===== config.mk =====
export PLATFORM = sky130hd
export DESIGN_NAME = add_arbiter
export DESIGN_NICKNAME = d
export VERILOG_FILES = /design/src/rtl/add_arb_pkg.sv /design/src/rtl/add.sv /design/src/rtl/add_arbiter_rr_arbiter.sv /design/src/rtl/add_arbiter.sv
export SDC_FILE = /design/constraint.sdc
export NUM_CORES = 1
export LEC_CHECK = 0
export CAP_MARGIN = 10
export CORE_MARGIN = 2
export CORE_UTILIZATION = 40
export DETAILED_ROUTE_END_ITERATION = 16
export GPL_ROUTABILITY_DRIVEN = 0
export PLACE_DENSITY = 0.87
export RECOVER_POWER = 25
export SLEW_MARGIN = 30
export SYNTH_ARGS = -nofsm -noshare
export SYNTH_HDL_FRONTEND = slang
export SYNTH_SLANG_ARGS = --single-unit

===== constraint.sdc =====
create_clock -name clk -period 4.38 [get_ports clk]
set_input_delay 0.657 -clock clk [delete_from_list [all_inputs] [get_ports clk]]
set_output_delay 0.657 -clock clk [all_outputs]
set_load 0.02 [all_outputs]

===== src/rtl/add_arb_pkg.sv =====
// Shared types, constants and the round-robin pick function for add_arbiter.
// Optional output-register build is selected with ADD_ARB_OUTREG_EN.
package add_arb_pkg;

  localparam int ADD_W   = 32;
  localparam int MAX_REQ = 8;

  typedef enum logic [1:0] {
    IDLE = 2'd0,
    EXEC = 2'd1,
    RESP = 2'd2
  } add_arb_state_t;

  // One-hot pick of the first asserted valid at or after ptr, wrapping at nreq.
  function automatic logic [MAX_REQ-1:0] rr_pick(
    input logic [MAX_REQ-1:0] valid,
    input logic [2:0]         ptr,
    input int                 nreq
  );
    logic [MAX_REQ-1:0] grant;
    logic               found;
    logic [2:0]         idx;
    grant = '0;
    found = 1'b0;
    for (int k = 0; k < MAX_REQ; k++) begin
      idx = 3'((int'(ptr) + k) % nreq);
      if ((k < nreq) && !found && valid[idx]) begin
        grant[idx] = 1'b1;
        found      = 1'b1;
      end
    end
    return grant;
  endfunction

endpackage


===== src/rtl/add.sv =====
// Block carry-lookahead adder: 4-bit lookahead groups, group carries chained.
// Carry out is dropped, so the sum wraps modulo 2^W.
module Add
  import add_arb_pkg::*;
#(
  parameter int W = ADD_W
) (
  input  logic [W-1:0] a,
  input  logic [W-1:0] b,
  output logic [W-1:0] sum
);

  logic [W-1:0] p;
  logic [W-1:0] g;
  logic [W:0]   carry;
  logic         unused_cout;

  assign p = a ^ b;
  assign g = a & b;

  always_comb begin
    // NOTE: every always_comb output gets a default first so no path can infer a latch.
    carry = '0;
    for (int j = 0; j < W / 4; j++) begin
      carry[4*j+1] = g[4*j] | (p[4*j] & carry[4*j]);
      carry[4*j+2] = g[4*j+1] | (p[4*j+1] & g[4*j])
                   | (p[4*j+1] & p[4*j] & carry[4*j]);
      carry[4*j+3] = g[4*j+2] | (p[4*j+2] & g[4*j+1])
                   | (p[4*j+2] & p[4*j+1] & g[4*j])
                   | (p[4*j+2] & p[4*j+1] & p[4*j] & carry[4*j]);
      carry[4*j+4] = g[4*j+3] | (p[4*j+3] & g[4*j+2])
                   | (p[4*j+3] & p[4*j+2] & g[4*j+1])
                   | (p[4*j+3] & p[4*j+2] & p[4*j+1] & g[4*j])
                   | ((&p[4*j +: 4]) & carry[4*j]);
    end
  end

  assign sum         = p ^ carry[W-1:0];
  assign unused_cout = carry[W];

endmodule


===== src/rtl/add_arbiter_rr_arbiter.sv =====
// Round-robin arbiter: priority pointer register plus one-hot pick.
// The pointer moves to winner+1 (wrapping) only when a grant is taken.
module rr_arbiter
  import add_arb_pkg::*;
#(
  parameter  int NREQ = 4,
  localparam int IW   = $clog2(NREQ)
) (
  input  logic            clk,
  input  logic            rst_n,
  input  logic            enable,
  input  logic [NREQ-1:0] valid,
  output logic [NREQ-1:0] grant,
  output logic            advance,
  output logic [IW-1:0]   winner_idx
);

  logic [IW-1:0]      ptr;
  logic [MAX_REQ-1:0] valid_ext;
  logic [MAX_REQ-1:0] pick;
  logic               unused_pick;

  assign valid_ext   = MAX_REQ'(valid);
  assign pick        = rr_pick(valid_ext, 3'(ptr), NREQ);
  assign unused_pick = ^pick;

  assign grant   = enable ? pick[NREQ-1:0] : '0;
  assign advance = |(grant & valid);

  always_comb begin
    winner_idx = '0;
    for (int i = 0; i < NREQ; i++) begin
      if (grant[i]) winner_idx = IW'(i);
    end
  end

  always_ff @(posedge clk or negedge rst_n) begin
    // NOTE: sequential state uses non-blocking assignments so all flops update together.
    if (!rst_n) begin
      ptr <= '0;
    end else if (advance) begin
      ptr <= (winner_idx == IW'(NREQ - 1)) ? '0 : winner_idx + 1'b1;
    end
  end

endmodule


===== src/rtl/add_arbiter.sv =====
// Shares one adder among NREQ requesters; one operation in flight at a time.
// Define ADD_ARB_OUTREG_EN to register the sum (adds the EXEC state).
module add_arbiter
  import add_arb_pkg::*;
#(
  parameter  int NREQ = 4,
  localparam int IW   = $clog2(NREQ)
) (
  input  logic                  clk,
  input  logic                  rst_n,
  input  logic [NREQ-1:0]       req_valid,
  output logic [NREQ-1:0]       req_ready,
  input  logic [NREQ*ADD_W-1:0] req_a,
  input  logic [NREQ*ADD_W-1:0] req_b,
  output logic                  rsp_valid,
  input  logic                  rsp_ready,
  output logic [IW-1:0]         rsp_id,
  output logic [ADD_W-1:0]      rsp_sum,
  output logic                  busy
);

`ifdef ADD_ARB_OUTREG_EN
  localparam add_arb_state_t AFTER_GRANT = EXEC;
`else
  localparam add_arb_state_t AFTER_GRANT = RESP;
`endif

  add_arb_state_t state;
  add_arb_state_t state_nxt;
  logic [ADD_W-1:0] op_a;
  logic [ADD_W-1:0] op_b;
  logic [ADD_W-1:0] sel_a;
  logic [ADD_W-1:0] sel_b;
  logic [ADD_W-1:0] add_out;
  logic [IW-1:0]    id_q;
  logic [IW-1:0]    winner_idx;
  logic             advance;

  // Grants are only offered in IDLE, so nothing is granted while a result waits.
  rr_arbiter #(.NREQ(NREQ)) u_rr (
    .clk        (clk),
    .rst_n      (rst_n),
    .enable     (state == IDLE),
    .valid      (req_valid),
    .grant      (req_ready),
    .advance    (advance),
    .winner_idx (winner_idx)
  );

  always_comb begin
    sel_a = '0;
    sel_b = '0;
    for (int i = 0; i < NREQ; i++) begin
      if (req_ready[i]) begin
        sel_a = req_a[i*ADD_W +: ADD_W];
        sel_b = req_b[i*ADD_W +: ADD_W];
      end
    end
  end

  always_comb begin
    state_nxt = state;
    case (state)
      IDLE:    if (advance) state_nxt = AFTER_GRANT;
      EXEC:    state_nxt = RESP;
      RESP:    if (rsp_ready) state_nxt = IDLE;
      default: state_nxt = IDLE;
    endcase
  end

  always_ff @(posedge clk or negedge rst_n) begin
    if (!rst_n) begin
      state <= IDLE;
      op_a  <= '0;
      op_b  <= '0;
      id_q  <= '0;
    end else begin
      state <= state_nxt;
      if (advance) begin
        op_a <= sel_a;
        op_b <= sel_b;
        id_q <= winner_idx;
      end
    end
  end

  Add #(.W(ADD_W)) u_add (
    .a   (op_a),
    .b   (op_b),
    .sum (add_out)
  );

`ifdef ADD_ARB_OUTREG_EN
  logic [ADD_W-1:0] sum_q;

  always_ff @(posedge clk or negedge rst_n) begin
    if (!rst_n) begin
      sum_q <= '0;
    end else if (state == EXEC) begin
      sum_q <= add_out;
    end
  end

  assign rsp_sum = sum_q;
`else
  assign rsp_sum = (state == RESP) ? add_out : '0;
`endif

  assign rsp_valid = (state == RESP);
  assign rsp_id    = id_q;
  assign busy      = (state != IDLE);

endmodule


Word-level counts from Yosys, hierarchy flattened
Index checks and enable logic that the tools add are counted.
Widths: inputs -> output; s select.
{"block": "totals", "wordCells": 275, "ff_bits": 70, "in_bits": 263, "out_inout_bits": 40}
{"block": "op_classes", "magnitude_cmp": 8, "n_bitwise": 190, "n_eq_ne": 5, "reduce_logical": 23, "muxes": 40, "n_addsub": 4}
{"cell": "$mux 32", "n": 9}
{"cell": "$and 1x1->1", "n": 108}
{"cell": "$or 1x1->1", "n": 72}
{"cell": "$xor 32x32->32", "n": 2}
{"cell": "$and 31x31->31", "n": 1}
{"cell": "$reduce_and 4->1", "n": 6}
{"cell": "$mux 4", "n": 5}
{"cell": "$lt 3x4->1 const B", "n": 3}
{"cell": "$mux 1", "n": 12}
{"cell": "$or 4x4->4", "n": 3}
{"cell": "$mux 2", "n": 5}
{"cell": "$bmux 1 s3", "n": 3}
{"cell": "$demux 1 s3", "n": 3}
{"cell": "$ge 3x1->1 const B", "n": 3}
{"cell": "$logic_and 1x1->1", "n": 7}
{"cell": "$pmux 2 s3", "n": 1}
{"cell": "$reduce_or 2->1", "n": 3}
{"cell": "$add 2x1->2 const B", "n": 2}
{"cell": "$add 2x2->2 const B", "n": 2}
{"cell": "$and 4x4->4", "n": 1}
{"cell": "$eq 2x2->1 const B", "n": 2}
{"cell": "$lt 2x4->1 const B", "n": 1}
{"cell": "$reduce_or 4->1", "n": 1}
{"cell": "$and 1x1->1 const A", "n": 3}
{"cell": "10 further kinds", "n": 12}

Logic depth before layout (Yosys ltp)
Gate-level depths: netlist (run 1).
{"block": "depth", "ltp_word": 21, "ltp_mapped": 16, "ltp_nobuf": 12}

Hierarchy
A second synthesis (run 1) with hierarchy kept.
{"block": "hier_totals", "hier_cells": 756, "area_unflattened_um2": 6404.9}
{"mod": "add_arbiter", "instances": 1, "seq_area_each_um2": 1676.6, "cells_each": 549, "area_each_um2": 4568.1}
{"mod": "Add", "instances": 1, "seq_area_each_um2": 0.0, "cells_each": 155, "area_each_um2": 1296.2}
{"mod": "rr_arbiter", "instances": 1, "seq_area_each_um2": 50.0, "cells_each": 52, "area_each_um2": 540.5}

Worst setup path after synthesis (run 1)
No wires, ideal clock.
{"block": "synth_path", "path_type": "reg-to-output", "start": "reg u_rr.ptr[0]", "end": "out req_ready[3]", "required_ps": 3723, "n_path_buf": 3, "path_stages_with_launch": 13, "setup_slack_ps": 627, "arrival_ps": 3096, "path_cell_list": "dfrtp_1 clkbuf_1 inv_1 ha_1 or3b_1 a211o_1 a21oi_1 or2_2 a221oi_1 or2_1 buf_2 inv_2 buf_1"}
{"block": "synth_via", "elab_chain_cells": 14, "word_cells_on_any_way": 54, "cone_classes": "3 x add/sub; 8 x order compare; 24 x mux; 6 x bitwise; 13 x reduce/logical"}
{"item": "start, declared", "line_no": "add_arbiter_rr_arbiter.sv:18", "rtl": "logic [IW-1:0] ptr;"}
{"item": "start signal, assigned", "line_no": "add_arbiter_rr_arbiter.sv:42", "rtl": "ptr <= (winner_idx == IW'(NREQ - 1)) ? '0 : winner_idx + 1'b1;"}
{"item": "$add 2x1->2", "line_no": "add_arb_pkg.sv:26", "rtl": "idx = 3'((int'(ptr) + k) % nreq);"}
{"item": "$reduce_or 2->1 (no line)"}
{"item": "$and 1x1->1 (no line)"}
{"item": "$lt 3x4->1 (not written as such), or another cell as far along", "line_no": "add_arb_pkg.sv:28", "rtl": "grant[idx] = 1'b1;"}
{"item": "$logic_and 1x1->1 (not written as such) / $mux 1 (equally long branches)", "line_no": "add_arb_pkg.sv:28, add_arb_pkg.sv:27"}
{"item": "$mux 1 (not written as such) / $logic_and 1x1->1 (equally long branches)", "line_no": "add_arb_pkg.sv:28, add_arb_pkg.sv:27"}
{"item": "$demux 1 s3 / $mux 1 (equally long branches)"}
{"item": "$or 4x4->4 (no line) / $logic_not 1->1 (equally long branches)"}
{"item": "$mux 4 / $logic_and 1x1->1 (equally long branches)", "line_no": "add_arb_pkg.sv:27", "rtl": "if ((k < nreq) && !found && valid[idx]) begin"}
{"item": "$or 4x4->4 (no line) / $mux 1 (equally long branches)"}
{"item": "$mux 4 / $logic_not 1->1 (equally long branches)", "line_no": "add_arb_pkg.sv:27"}
{"item": "$or 4x4->4 (no line) / $logic_and 1x1->1 (equally long branches)"}
{"item": "$mux 4 (*)", "line_no": "add_arb_pkg.sv:27"}
{"item": "$mux 4 (*)", "line_no": "add_arbiter_rr_arbiter.sv:27", "rtl": "assign grant = enable ? pick[NREQ-1:0] : '0;"}
{"item": "end, declared", "line_no": "add_arbiter.sv:12", "rtl": "output logic [NREQ-1:0] req_ready,"}
Mark *: on every way between the ends. The rest lies on a longest branch, timed or not. The select of a mux whose other input is x is not followed.

Final worst setup path (run 1)
{"block": "layout_path", "start": "reg op_a[2]", "end": "out rsp_sum[30]"}
{"block": "layout_via", "elab_chain_cells": 21, "word_cells_on_any_way": 26, "cone_classes": "1 x mux; 25 x bitwise"}
{"item": "start, declared", "line_no": "add_arbiter.sv:30", "rtl": "logic [ADD_W-1:0] op_a;"}
{"item": "start signal, assigned", "line_no": "add_arbiter.sv:80", "rtl": "op_a <= sel_a;"}
{"item": "$and 31x31->31 / $xor 32x32->32 (equally long branches)", "line_no": "add.sv:19, add.sv:18"}
{"item": "$and 1x1->1, on equally long branches", "line_no": "add.sv:31, add.sv:32, add.sv:33"}
{"item": "$or 1x1->1, or another cell as far along", "line_no": "add.sv:31", "rtl": "carry[4*j+4] = g[4*j+3] | (p[4*j+3] & g[4*j+2])"}
{"item": "$or 1x1->1 / $and 1x1->1 (equally long branches)", "line_no": "add.sv:32, add.sv:33"}
{"item": "$or 1x1->1 (*)", "line_no": "add.sv:33", "rtl": "| (p[4*j+3] & p[4*j+2] & p[4*j+1] & g[4*j])"}
{"item": "$and 1x1->1 (*)", "line_no": "add.sv:34", "rtl": "| ((&p[4*j +: 4]) & carry[4*j]);"}
{"item": "$or 1x1->1 (*)", "line_no": "add.sv:34"}
{"item": "$and 1x1->1 (*)", "line_no": "add.sv:34"}
{"item": "(+5 left out)"}
{"item": "$and 1x1->1 (*)", "line_no": "add.sv:34"}
{"item": "$or 1x1->1 (*)", "line_no": "add.sv:34"}
{"item": "$and 1x1->1 (*)", "line_no": "add.sv:34"}
{"item": "$or 1x1->1 (*)", "line_no": "add.sv:34"}
{"item": "$and 1x1->1 (*)", "line_no": "add.sv:27", "rtl": "| (p[4*j+1] & p[4*j] & carry[4*j]);"}
{"item": "$or 1x1->1 (*)", "line_no": "add.sv:27"}
{"item": "$xor 32x32->32 (*)", "line_no": "add.sv:38", "rtl": "assign sum = p ^ carry[W-1:0];"}
{"item": "$mux 32 (*)", "line_no": "add_arbiter.sv:106", "rtl": "assign rsp_sum = (state == RESP) ? add_out : '0;"}
{"item": "end, declared", "line_no": "add_arbiter.sv:18", "rtl": "output logic [ADD_W-1:0] rsp_sum,"}
Mark *: on every way between the ends. The rest lies on a longest branch, timed or not.

==> results.sh, run 1 <==
export IMPL_cts_root_buf="clkbuf_16"
export IMPL_failing_checks="capacitance limit, slew limit"
export IMPL_yosysSeqAreaShare=0.299
export IMPL_initial_antenna_violation_count=0
export IMPL_critical_path_max_stage_delay_ns=0.60
export IMPL_slew_limit_headroom=-1.09
export IMPL_number_of_warnings_issued_by_yosys=0
export IMPL_final_cell_area_excluding_filler_cells_mm2=0.00939
export IMPL_syn_num_nets=1005
export IMPL_slew_viol_final=70
export IMPL_insertion_delay_ns=0.33
export IMPL_hpwlAfterDp_um=17400
export IMPL_setup_viol_count_final=0
export IMPL_cts_root_to_sink_buffers=2
export IMPL_yosysTopAreaCellShare=0.299
export IMPL_post_synth_top_count_cell="nand2_1"
export IMPL_postSynth_topFlopCell="dfrtp_1"
export IMPL_drt_vias_per_instance=5.86
export IMPL_ys_top_cells_by_count="nand2_1 (114), dfrtp_1 (69), o31ai_1 (51), a221oi_1 (43)"
export IMPL_timing_worst_slew_pin_value_ns=3.13
export IMPL_timing_hold_violations_final=0
export IMPL_global_route_usage_total=0.292
export IMPL_initial_utilization=0.413
export IMPL_vias=6808
export IMPL_fmaxAchievable_ghz=0.232
export IMPL_synth_edf_count=0
export IMPL_synthesis_instances=697
export IMPL_yosys_top_cells_area="dfrtp_1 (30%), ha_1 (8.0%), nand2_1 (7.4%)"
export IMPL_grt_start_max_net_pins=70
export IMPL_clkSlewWorstSetupHoldPaths_ns=0.05
export IMPL_length_of_the_first_detailed_routing_pass_in_iterations=5
export IMPL_syn_area_per_cell_um2=8.28
export IMPL_design_core_area_mm2=0.0140
export IMPL_critical_path_max_fanout=4
export IMPL_antenna_cells_inserted=0
export IMPL_worstPathCellList="ha_1 -> a41o_1 -> a21oi_1 -> o21ai_2 -> a32o_2 -> nor3_4 -> o21ai_0 -> a211oi_1 -> mux2i_1 -> o311ai_0 -> clkdlybuf4s50_1"
export IMPL_critical_path_slowest_cell="clkdlybuf4s50_1"
export IMPL_irDropWorstVdd_mv=0.681
export IMPL_netlist_top_cell_by_area="dfrtp_1"
export IMPL_die_area_mm2=0.0154
export IMPL_number_of_placed_cells_counting_well_taps=1145
export IMPL_detailed_place_area_mm2=0.00901
export IMPL_number_of_global_route_vias_before_repair=6533
export IMPL_worst_clock_skew_ns=0.00513
export IMPL_ant_nets=0
export IMPL_hold_worst_slack_ns=0.490
export IMPL_io_pins=303
export IMPL_synth_cell_area_mm2=0.00577
export IMPL_layout_nets=1284
export IMPL_power_density_mw_per_mm2=742
export IMPL_drcViolationCount=0
export IMPL_period_share=0.983
export IMPL_grt_use_met3=0.0614
export IMPL_p_leak_nw=3.98
export IMPL_max_capacitance_violation_count=1
export IMPL_cts_hold_buf=0
export IMPL_ys_ff_latch=69
export IMPL_cts_num_sinks=69
export IMPL_grt_most_used_layer="met2"
export IMPL_rsz0062_at_grt="true"
export IMPL_finish_cell_count_without_fillers=1161
export IMPL_die_width_um=124
export IMPL_worstPathRequired_ns=3.72
export IMPL_cts_htree_levels=3
export IMPL_area_growth_synth_to_final_pct=62.8
export IMPL_routed_wire_length_per_instance_um=19.4
export IMPL_critical_path_source_type="flip-flop"
export IMPL_period_needed_ns=4.31
export IMPL_grt_remaining_overflow=0
export IMPL_wl_um=22600
export IMPL_hold_class="flip-flop to flip-flop"
export IMPL_finish_utilization=0.672
export IMPL_post_route_cells_drive_above_1_share=0.0591
export IMPL_met1_track_utilization_from_global_routing=0.385
export IMPL_placementRows=43
export IMPL_outcome="finished, violations left"
export IMPL_yosys_cell_types_count=55
export IMPL_first_pass_grt_wire_length_um=34200
export IMPL_grt_use_met2=0.486
export IMPL_worst_setup_path_class="flip-flop to primary output"
export IMPL_totalNegativeSetupSlack_ns=0
export IMPL_ys_async_sr_fraction=1.00
export IMPL_arrival_ns=3.65
export IMPL_tritoncts="yes"
export IMPL_drt_initial_drc_count=600
export IMPL_placement_io_buffers=302
export IMPL_cts_buffers_inserted=9
export IMPL_critPathCaptureType="primary output"
export IMPL_die_h_um=124
==> worst paths after layout <==
| path | endpoint | slack (ns) | cells after the start | start |
|---|---|---|---|---|
| max | rsp_sum[30] | 0.07 | 11 | op_a[2]$_DFFE_PN0P_ |
| min | op_a[5]$_DFFE_PN0P_ | 0.49 | 2 | op_a[5]$_DFFE_PN0P_ |
| max reg2reg | op_b[8]$_DFFE_PN0P_ | 0.29 | 12 | u_rr.ptr[1]$_DFFE_PN0P_ |
| min reg2reg | op_a[5]$_DFFE_PN0P_ | 0.49 | 2 | op_a[5]$_DFFE_PN0P_ |
| max in group asynchronous | op_b[5]$_DFFE_PN0P_ | 1.10 | 1 | rst_n |
| min in group asynchronous | op_b[24]$_DFFE_PN0P_ | 1.50 | 1 | rst_n |
==> layout make-up <==
| type | instances | area (um2) |
|---|---|---|
| sequential | 69 | 1730 |
| multi-input combinational | 551 | 3760 |
| clock buffer | 10 | 239 |
| inverter | 18 | 67.6 |
| clock inverter | 6 | 134 |
| timing repair buffer | 327 | 3240 |
| tap | 180 | 225 |
| fill | 1155 | 4590 |
==> per-stage QoR <==
| step | setup WS (ns) | total power, mW |
|---|---|---|
| floorplan | 0.627 | 4.28 |
| global placement | 0.105 | 5.93 |
| detailed placement | 0.0132 | 6.03 |
| CTS | 0.00753 | 6.95 |
| global route | -0.00765 | 7.51 |
| finish | 0.0749 | 6.97 |
==> worst max-delay path: cells and delay by family, from the launching register on <==
kind / cells / cell delay, ns
mux: 1 / 0.23
fa+ha+maj: 1 / 0.36
buf+inv: 1 / 0.60
flops: 1 / 0.38
simple gates: 1 / 0.17
compound gates: 7 / 1.58
==> report_power, final <==
group          switching [mW]  internal, mW  total [mW]
logic                    2.94          2.03        4.98
registers               0.190         0.900        1.09
clock network           0.275         0.629       0.904
total                    3.41          3.56        6.97
==> layer usage <==
layer | part of all wire | vias up
met1 | 0.42 | 3302
met4 | 0.022 | 0
met5 | 0 | -
li1 | - | 3225
met2 | 0.49 | 247
met3 | 0.063 | 34
==> cell families (layout without fill, tap and decap cells) <==
family,after synthesis,after routing,synth area share
AOI/OAI and AO/OA,259,259,0.327
DFF,69,69,0.299
adders and majority gates,45,45,0.108
xor gates and xnor gates,18,18,0.0273
muxes,3,3,0.00954
and+or+nand+nor,226,226,0.172
buffers and inverters,77,361,0.0575
==> flip-flops by register name (all words and copies together) (netlist names) <==
name	cells
op_b	32
op_a	32
rsp_id	2
u_rr.ptr	2
state	1
==> cells in the final DEF (no fill, tap or decap), types with 4 or more instances in the layout <==
cell type and n:
xnor2_1 13, a211oi_1 12, fa_1 8, a21o_1 10, o21ai_1 16, o22ai_1 42
inv_1 17, o21ai_0 11, dlygate4sd2_1 5, o31ai_1 51, nor2b_1 5, nor2_1 41
a222oi_1 15, xor2_1 5, ha_1 37, dfrtp_1 69, and2_1 8, and3_1 4
clkdlybuf4s50_1 295, nor3_1 4, nand2_1 114, a21oi_1 31, a221oi_1 43, nand3_1 31
clkbuf_16 9, bufinv_16 4, buf_4 22
==> what timing repair did <==
item,CTS,global route
pin swaps,1,0
gates resized for setup,10,6
endpoints found under the setup margin,8,3
endpoints found under the hold margin,0,0
setup buffers,0,0
Power figures use the tool's default switching activity.
==> run 2: changes to the inputs <==
- PLACE_DENSITY: 0.87 -> 0.85
- SETUP_SLACK_MARGIN: not set -> 0.3
- SYNTH_HIERARCHICAL: not set -> 1
==> run 2 against run 1 <==
The flow now finishes without violations. Synthesized cell count is 8.5% higher. Utilization is 4.5 points lower. Register-to-register slack better by 0.57 ns. Final cell count is 7.5% higher. Critical path type unchanged.
==> results.sh, run 2 <==
export IMPL_netlist_top_cell_by_area="dfrtp_1"
export IMPL_die_width_um=131
export IMPL_number_of_placed_cells_counting_well_taps=1224
export IMPL_ys_top_cells_by_count="nand3b_1 (126), nand2_1 (85), a21oi_1 (72), o21ai_0 (71), dfrtp_1 (69)"
export IMPL_critical_path_source_type="flip-flop"
export IMPL_r2r_end="op_b[19]$_DFFE_PN0P_"
export IMPL_irDropWorstVdd_mv=0.726
export IMPL_synth_cell_area_mm2=0.00640
export IMPL_clkSlewWorstSetupHoldPaths_ns=0.06
export IMPL_critical_path_max_fanout=4
export IMPL_routed_wire_length_per_instance_um=17.4
export IMPL_setup_viol_count_final=0
export IMPL_cts_root_to_sink_buffers=2
export IMPL_detailed_place_area_mm2=0.00945
export IMPL_initial_utilization=0.406
export IMPL_rsz0062_at_grt="true"
export IMPL_layout_commonest_cell="clkdlybuf4s50_1"
export IMPL_final_cell_area_excluding_filler_cells_mm2=0.00989
export IMPL_placementRows=46
export IMPL_synthesis_instances=756
export IMPL_hpwlAfterDp_um=16100
export IMPL_drcViolationCount=0
export IMPL_worstPathCellList="ha_1 -> inv_1 -> nor3_2 -> a32oi_2 -> a211o_1 -> a21oi_2 -> a21oi_2 -> inv_1 -> fa_1 -> and2_1 -> dlygate4sd2_1"
export IMPL_critical_path_max_stage_delay_ns=0.41
export IMPL_wl_um=21700
export IMPL_vias=6883
export IMPL_post_route_cells_drive_above_1_share=0.0873
export IMPL_grt_remaining_overflow=0
export IMPL_slew_limit_headroom=0.553
export IMPL_max_capacitance_violation_count=0
export IMPL_path_depth=11
export IMPL_tritoncts="yes"
export IMPL_finish_cell_count_without_fillers=1248
export IMPL_design_core_area_mm2=0.0158
export IMPL_layout_common_cells="clkdlybuf4s50_1 (285), nand3b_1 (126), nand2_1 (85)"
export IMPL_critical_path_capture_point="rsp_sum[24]"
export IMPL_post_synth_top_count_cell="nand3b_1"
export IMPL_period_needed_ns=4.02
export IMPL_synth_edf_count=0
export IMPL_cts_hold_buf=0
export IMPL_initial_antenna_violation_count=1
export IMPL_outcome="completed"
export IMPL_yosysTopAreaCellShare=0.270
export IMPL_io_pins=303
export IMPL_hold_worst_slack_ns=0.338
export IMPL_timing_critical_path_max_delay_family="compound AO/OA/AOI/OAI gates"
export IMPL_worst_clock_skew_ns=0.00414
export IMPL_timing_hold_violations_final=0
export IMPL_yosys_cell_types_count=60
export IMPL_ys_async_sr_fraction=1.00
export IMPL_totalPowerFinal_mw=8.63
export IMPL_crit_reg2reg_launch="u_rr/ptr[1]$_DFFE_PN0P_"
export IMPL_syn_area_per_cell_um2=8.47
export IMPL_critical_path_slowest_cell="a211o_1"
export IMPL_worst_setup_path_class="flip-flop to primary output"
export IMPL_fmaxAchievable_ghz=0.249
export IMPL_ant_nets=0
export IMPL_yosys_top_cells_area="dfrtp_1 (27%), nand3b_1 (15%), ha_1 (7.6%)"
export IMPL_cts_buffers_inserted=9
export IMPL_die_h_um=131
export IMPL_die_area_mm2=0.0170
export IMPL_final_setup_worst_slack_ns=0.365
export IMPL_grt_start_max_net_pins=129
export IMPL_number_of_global_route_vias_before_repair=6684
export IMPL_hold_class="input pin to async pin"
export IMPL_critPathCaptureType="primary output"
export IMPL_reg2reg_slack_ns=0.86
export IMPL_first_pass_grt_wire_length_um=32700
export IMPL_layout_top_registers="op_a (32), op_b (32)"
export IMPL_cts_num_sinks=69
export IMPL_placement_io_buffers=302
export IMPL_drt_initial_drc_count=276
export IMPL_totalNegativeSetupSlack_ns=0
export IMPL_yosysSeqAreaShare=0.270
export IMPL_ys_ff_latch=69
export IMPL_reg2regPathDepth=13
export IMPL_arrival_ns=3.36
export IMPL_cts_htree_levels=3
export IMPL_insertion_delay_ns=0.34
export IMPL_global_route_usage_total=0.244
export IMPL_period_share=0.917
export IMPL_syn_num_nets=1066
export IMPL_setup_worst_path_start="op_b[11]$_DFFE_PN0P_"
export IMPL_layout_nets=1337
export IMPL_timing_worst_slew_pin_value_ns=0.670
export IMPL_worstPathRequired_ns=3.72
export IMPL_finish_utilization=0.627
export IMPL_power_density_mw_per_mm2=873
export IMPL_number_of_warnings_issued_by_yosys=6
export IMPL_p_leak_nw=3.80
export IMPL_area_growth_synth_to_final_pct=54.4
export IMPL_drt_vias_per_instance=5.52
export IMPL_length_of_the_first_detailed_routing_pass_in_iterations=5
export IMPL_worst_path_buf_inv=3
export IMPL_postSynth_topFlopCell="dfrtp_1"
export IMPL_preCtsSetupSlack_ns=0.149
export IMPL_slew_viol_final=0
export IMPL_cts_root_buf="clkbuf_16"
run 2: cell types whose count changed in the layout (fill, tap and decap cells not counted), sizes merged, moves of 10 or more:
cell	change
a211oi	-12
a21oi	+49
a221oi	-43
a222oi	-15
a31oi	+66
and2	+27
clkdlybuf4s50	-10
nand2	-29
nand3	-26
nand3b	+123
nor2	-36
o21ai	+47
o22ai	-40
o31ai	-49
run 2: worst min-delay path by stage:
stage / slack [ns] / startpoint / to
after floorplan: 0.36 / rst_n / op_a[0]$_DFFE_PN0P_
after global placement: 0.49 / rsp_id[1]$_DFFE_PN0P_ / rsp_id[1]$_DFFE_PN0P_
after detailed placement: 0.50 / rsp_id[0]$_DFFE_PN0P_ / rsp_id[0]$_DFFE_PN0P_
after CTS: 0.49 / rst_n / op_a[22]$_DFFE_PN0P_
after global routing: 0.38 / rst_n / op_a[22]$_DFFE_PN0P_
final: 0.34 / rst_n / rsp_id[0]$_DFFE_PN0P_
run 2: where the power goes:
part | switching, mW | internal [mW]
registers | 0.261 | 1.02
clock network | 0.269 | 0.426
logic | 3.75 | 2.91
run 2: logic make-up after synthesis:
group | count (synthesis) | share of synthesized area
muxes | 9 | 0.0231
and+or+nand+nor | 278 | 0.267
buffers and inverters | 74 | 0.0668
xor gates and xnor gates | 21 | 0.0287
DFF | 69 | 0.270
AOI/OAI and AO/OA | 258 | 0.244
adders and majority gates | 47 | 0.101
run 2: area by class of cell:
type / instances / area (um2)
Fill cell: 1350 / 5880
Multi-Input combinational cell: 613 / 4370
Timing Repair Buffer: 322 / 3190
Sequential cell: 69 / 1730
Clock buffer: 14 / 274
Tap cell: 216 / 270
Inverter: 12 / 46.3
Clock inverter: 1 / 5.00
Antenna cell: 1 / 2.50
run 2: metal layers:
| layer | wire length, um | global-route usage | up-vias |
|---|---|---|---|
| met3 | 1640 | 0.0619 | 50 |
| met4 | 751 | 0.107 | 0 |
| met5 | 0 | 0 | - |
| met2 | 10700 | 0.422 | 265 |
| li1 | - | - | 3312 |
| met1 | 8620 | 0.287 | 3256 |
run 2: worst register-to-register path: stages, from the launching register on:
cell      delay, ns
dfrtp_2        0.46
inv_1          0.13
ha_1           0.33
mux4_2         0.42
nor4b_4        0.35
buf_4          0.17
a22o_4         0.13
o21ai_4        0.08
inv_2          0.09
buf_4          0.29
nand2b_2       0.19
buf_4          0.40
a21oi_1        0.09
a31oi_1        0.29
run 2: what timing repair did:
| item | 4_1_cts | 5_1_grt |
|---|---|---|
| pin swaps | 5 | 5 |
| hold endpoints to repair | 0 | 0 |
| buffers inserted | 1 | 7 |
| endpoints found under the setup margin | 17 | 13 |
| resized for setup | 25 | 27 |
